[src/rtl/nibble_serial_adder.sv]
// Sequential wide adder: adds two 4*NIBBLES-bit operands one nibble per clock through a
// single four_bit_adder, least-significant nibble first, with the inter-nibble carry in a
// register. start/busy/done handshake; outputs are all registered.

module four_bit_adder (
    input  logic [3:0] a_i,
    input  logic [3:0] b_i,
    input  logic       cin_i,
    output logic [3:0] sum_o,
    output logic       cout_o
);

    assign {cout_o, sum_o} = {1'b0, a_i} + {1'b0, b_i} + {4'b0000, cin_i};

endmodule

module nibble_serial_adder #(
    parameter int unsigned NIBBLES = 4
) (
    input  logic                   clk,
    input  logic                   rst_n,
    input  logic                   start_i,
    input  logic [4*NIBBLES-1:0]   a_i,
    input  logic [4*NIBBLES-1:0]   b_i,
    input  logic                   cin_i,
    output logic                   busy_o,
    output logic                   done_o,
    output logic [4*NIBBLES-1:0]   sum_o,
    output logic                   cout_o
);

    localparam int unsigned W    = 4 * NIBBLES;
    localparam int unsigned IdxW = (NIBBLES > 1) ? $clog2(NIBBLES) : 1;
    localparam logic [IdxW-1:0] LastIdx = IdxW'(NIBBLES - 1);

    typedef enum logic [1:0] {
        StIdle,
        StAdd,
        StDone
    } state_e;

    state_e          state_q, state_d;
    logic [W-1:0]    a_q, a_d;
    logic [W-1:0]    b_q, b_d;
    logic [W-1:0]    part_q, part_d;
    logic [W-1:0]    sum_q, sum_d;
    logic [IdxW-1:0] idx_q, idx_d;
    logic            carry_q, carry_d;
    logic            cout_q, cout_d;
    logic            busy_q, busy_d;
    logic            done_q, done_d;

    logic [W-1:0]    a_shift;
    logic [W-1:0]    b_shift;
    logic [3:0]      fa_sum;
    logic            fa_cout;

    // Bring the current nibble down to bit 0 instead of a variable part-select.
    assign a_shift = a_q >> {idx_q, 2'b00};
    assign b_shift = b_q >> {idx_q, 2'b00};

    four_bit_adder u_four_bit_adder (
        .a_i    (a_shift[3:0]),
        .b_i    (b_shift[3:0]),
        .cin_i  (carry_q),
        .sum_o  (fa_sum),
        .cout_o (fa_cout)
    );

    // Next-state, datapath and handshake decode.
    always_comb begin
        state_d = state_q;
        a_d     = a_q;
        b_d     = b_q;
        part_d  = part_q;
        sum_d   = sum_q;
        idx_d   = idx_q;
        carry_d = carry_q;
        cout_d  = cout_q;

        unique case (state_q)
            StIdle, StDone: begin
                // The DONE cycle accepts a new start too, giving back-to-back issue.
                if (start_i) begin
                    a_d     = a_i;
                    b_d     = b_i;
                    carry_d = cin_i;
                    idx_d   = '0;
                    state_d = StAdd;
                end else begin
                    state_d = StIdle;
                end
            end
            StAdd: begin
                for (int unsigned i = 0; i < NIBBLES; i++) begin
                    if (idx_q == IdxW'(i)) begin
                        part_d[4*i +: 4] = fa_sum;
                    end
                end
                carry_d = fa_cout;
                if (idx_q == LastIdx) begin
                    sum_d   = part_d;
                    cout_d  = fa_cout;
                    state_d = StDone;
                end else begin
                    idx_d = idx_q + 1'b1;
                end
            end
            default: state_d = StIdle;
        endcase

        busy_d = (state_d == StAdd);
        done_d = (state_d == StDone);
    end

    // State and datapath registers with synchronous active-low reset.
    always_ff @(posedge clk) begin
        if (!rst_n) begin
            state_q <= StIdle;
            a_q     <= '0;
            b_q     <= '0;
            part_q  <= '0;
            sum_q   <= '0;
            idx_q   <= '0;
            carry_q <= 1'b0;
            cout_q  <= 1'b0;
            busy_q  <= 1'b0;
            done_q  <= 1'b0;
        end else begin
            state_q <= state_d;
            a_q     <= a_d;
            b_q     <= b_d;
            part_q  <= part_d;
            sum_q   <= sum_d;
            idx_q   <= idx_d;
            carry_q <= carry_d;
            cout_q  <= cout_d;
            busy_q  <= busy_d;
            done_q  <= done_d;
        end
    end

    assign busy_o = busy_q;
    assign done_o = done_q;
    assign sum_o  = sum_q;
    assign cout_o = cout_q;

endmodule
[config.mk]
export PLATFORM = sky130hd
export DESIGN_NAME = nibble_serial_adder
export DESIGN_NICKNAME = d
export VERILOG_FILES = /design/src/rtl/nibble_serial_adder.sv
export SDC_FILE = /design/constraint.sdc
export NUM_CORES = 1
export LEC_CHECK = 0
export CAP_MARGIN = 20
export CORE_MARGIN = 2
export CORE_UTILIZATION = 51
export CTS_CLUSTER_SIZE = 30
export DETAILED_ROUTE_END_ITERATION = 12
export PLACE_DENSITY_LB_ADDON = 0.08
export SETUP_SLACK_MARGIN = 0.1
export SYNTH_ARGS = -nofsm -noshare
export SYNTH_HDL_FRONTEND = slang
export SYNTH_SLANG_ARGS = --single-unit
[constraint.sdc]
create_clock -name clk -period 3.2 [get_ports clk]
set_clock_uncertainty 0.2 [all_clocks]
set_input_delay 0.48 -clock clk [delete_from_list [all_inputs] [get_ports clk]]
set_output_delay 0.48 -clock clk [all_outputs]
set_load 0.005 [all_outputs]
==> impl_metrics.json <==
{
  "cts_buffers": 9,
  "critical_path_class": "register to register",
  "rsz0062_at_grt": "no",
  "ctsResizeCount": 0,
  "post_cts.repair.setup_buffers": 0,
  "cts_htree_levels": 3,
  "grt_pass1_wl_um": 10000,
  "layout_commonest_cell": "nand2_1",
  "die-area_sq_mm": 0.00627,
  "yosys.area_share.simple_pct": 19.5,
  "netlist_instances": 322,
  "cp-start-kind": "register",
  "pwr-share-seq_pct": 47.5,
  "postRouteAntennaNets": 0,
  "synth-xor-area-share_pct": 0.304,
  "synth_cell_types": 37,
  "yosysWarnings": 0,
  "post-dp-hpwl_um": 4280,
  "antenna_found_initial": 0,
  "synth_seq_cells": 68,
  "final_cell_mix": "nand2_1 (74), dfxtp_1 (68), clkdlybuf4s50_1 (54), a21oi_1 (42), nor2_1 (17)",
  "grt_usage_pct": 20.8,
  "p_sw_share_pct": 23.6,
  "synthAdderAreaFrac_pct": 4.43,
  "core_sq_mm": 0.00547,
  "synth-compound-area-share_pct": 13.4,
  "cts_sinks": 68,
  "power.switching_mw": 0.450,
  "grt_max_degree": 35,
  "die_h_um": 79.2,
  "regArea_sq_mm": 0.00136,
  "io_pins": 55,
  "peakVddDrop_mv": 0.295,
  "status": "completed",
  "clk_pin_slew_ns": 0.07,
  "layout-drive-gt1-share_pct": 8.67,
  "grt_pass1_vias": 2172,
  "place_congestion": 0.767,
  "whs_path_depth": 2,
  "avgViaCountPerCell": 5.22,
  "slew-limit-headroom_pct": 64.8,
  "fill_cells": 479,
  "worstHoldPathType": "register to register",
  "n_antenna_cell": 0,
  "netlist_area_sq_mm": 0.00288,
  "reg2reg_depth": 7,
  "syn_to_final_growth_pct": 26.6,
  "drv_slew": 0,
  "drt_first_pass_iters": 4,
  "seq_area_frac_synth_pct": 47.2,
  "tightest_slew_ns": 0.528,
  "drv_cap": 0,
  "nets": 411,
  "path_max_fanout": 7,
  "die_x_um": 79.2,
  "vias": 2301,
  "max_freq_mhz": 345,
  "p_int_mw": 1.45,
  "synthMuxAreaShare_pct": 10.4,
  "rows": 27,
  "synth_fp_nets": 367,
  "cts_hold_buf": 0,
  "start_util_pct": 52.7,
  "multi_input_area_sq_mm": 0.00139,
  "setup_viol": 0,
  "wl_per_cell_um": 13.5,
  "end_kind": "register",
  "portBuffers": 54,
  "clkLatencyLatePin_ns": 0.34,
  "powerDensity_mw_per_mm2": 522,
  "power_frac_clock_pct": 39.8,
  "drt-total-wl_um": 5970,
  "hold_ws_ns": 0.253,
  "critPathRequiredTime_ns": 3.23,
  "drcViolationCount": 0,
  "post-route-period-util_pct": 90.6,
  "crit_arrival_ns": 2.93,
  "synth_top_family_by_area": "simple AND/OR/NAND/NOR gates",
  "cts-root-buf": "clkbuf_8",
  "pwr-share-comb_pct": 12.7,
  "synth_area_per_cell_sq_um": 8.95,
  "layout_min_cycle_time_ns": 2.90,
  "finalHoldViolCount": 0,
  "clk_path_buf_depth": 2,
  "overflow": 0,
  "dr.first_iter.drc_count": 90,
  "p_leak_nw": 1.39,
  "finalSetupTns_ns": 0,
  "tritoncts": "built"
}
## metrics by stage
step	total power, mW	std cells	instance area [sq um]	utilization [%]	setup WS [ns]
after floorplan	1.07	322	2880	-	0.252
after global placement	1.16	427	3440	62.9	0.402
after detailed placement	1.17	427	3440	62.9	0.328
after CTS	1.91	441	3650	66.6	0.268
after global routing	1.98	441	3650	66.6	0.164
final	1.90	441	3650	66.6	0.301
## per-layer routing
| metal | GRT usage (%) | up-vias | wire, um |
|---|---|---|---|
| li1 | - | 1173 | - |
| met1 | 25.6 | 1066 | 2770 |
| met2 | 34.4 | 54 | 2850 |
| met3 | 5.80 | 8 | 261 |
| met4 | 8.28 | 0 | 89 |
| met5 | 0 | - | 0 |
## final cells by class
cell class | count | share of cell area [%]
clock buffer | 12 | 3.98
clock inverter | 2 | 1.65
inverter | 5 | 0.515
multi-input combinational | 222 | 38.0
sequential | 68 | 37.3
tap | 72 | 2.47
timing repair buffer | 60 | 16.1
## synth_stat cells
master	n	share of area (%)
nand2_1	74	9.6
dfxtp_1	68	47
a21oi_1	42	7.3
nor2_1	17	2.2
clkbuf_1	16	2.1
mux2i_1	12	4.2
buf_2	10	1.7
mux4_2	8	6.3
o21ai_0	8	1.4
ha_1	7	3.0
nand3_1	7	1.2
a22o_1	6	1.8
nand2b_1	5	1.1
inv_1	4	0.52
nor2b_1	4	0.87
a211oi_1	3	0.78
a32oi_1	3	0.91
and2_1	3	0.65
nand3b_1	3	0.78
nand4_1	3	0.65
fa_1	2	1.4
nor3_1	2	0.35
a21o_1	1	0.26
a21o_2	1	0.30
and2_4	1	0.30
and2b_1	1	0.26
and3_1	1	0.22
and3_4	1	0.39
buf_4	1	0.26
inv_2	1	0.13
o21a_1	1	0.26
o21ai_1	1	0.17
o22ai_1	1	0.22
or2_1	1	0.22
or3_1	1	0.22
or3_4	1	0.39
xnor2_1	1	0.30
## flip-flops by register name, summed over array words and instances, names as in the netlist, 2 cells and up
name	cells
a_q	16
state_q	2
part_q	12
idx_q	2
b_q	16
sum_o	16
## worst max-delay path, stage by stage, from the launching register on
cell and delay (ns):
dfxtp_1 0.52, mux4_2 0.58, fa_1 0.45, fa_1 0.42, xnor2_1 0.19, buf_4 0.17, a21oi_1 0.08, a22o_1 0.19
## logic make-up after synthesis
family          Yosys count
compound gates           67
xor+xnor                  1
simple gates            125
mux                      20
flops                    68
fa+ha+maj                 9
buf+inv                  32
## worst paths after layout
check / from / endpoint / slack [ns]
max reg2reg: idx_q[0]$_SDFFE_PN0P_ / sum_o[6]$_SDFFE_PN0P_ / 0.30
min reg2reg: sum_o[8]$_SDFFE_PN0P_ / sum_o[8]$_SDFFE_PN0P_ / 0.25
min: sum_o[8]$_SDFFE_PN0P_ / sum_o[8]$_SDFFE_PN0P_ / 0.25
max: idx_q[0]$_SDFFE_PN0P_ / sum_o[6]$_SDFFE_PN0P_ / 0.30
## power groups by stage
| stage | logic [mW] | clock network, mW | registers, mW |
|---|---|---|---|
| after floorplan | 0.162 | 0 | 0.912 |
| after global placement | 0.238 | 0 | 0.923 |
| after global routing | 0.269 | 0.803 | 0.908 |
| after CTS | 0.244 | 0.762 | 0.904 |
| final | 0.243 | 0.758 | 0.904 |
| after detailed placement | 0.242 | 0 | 0.923 |
Note: power is estimated with default switching activity, not from simulation.
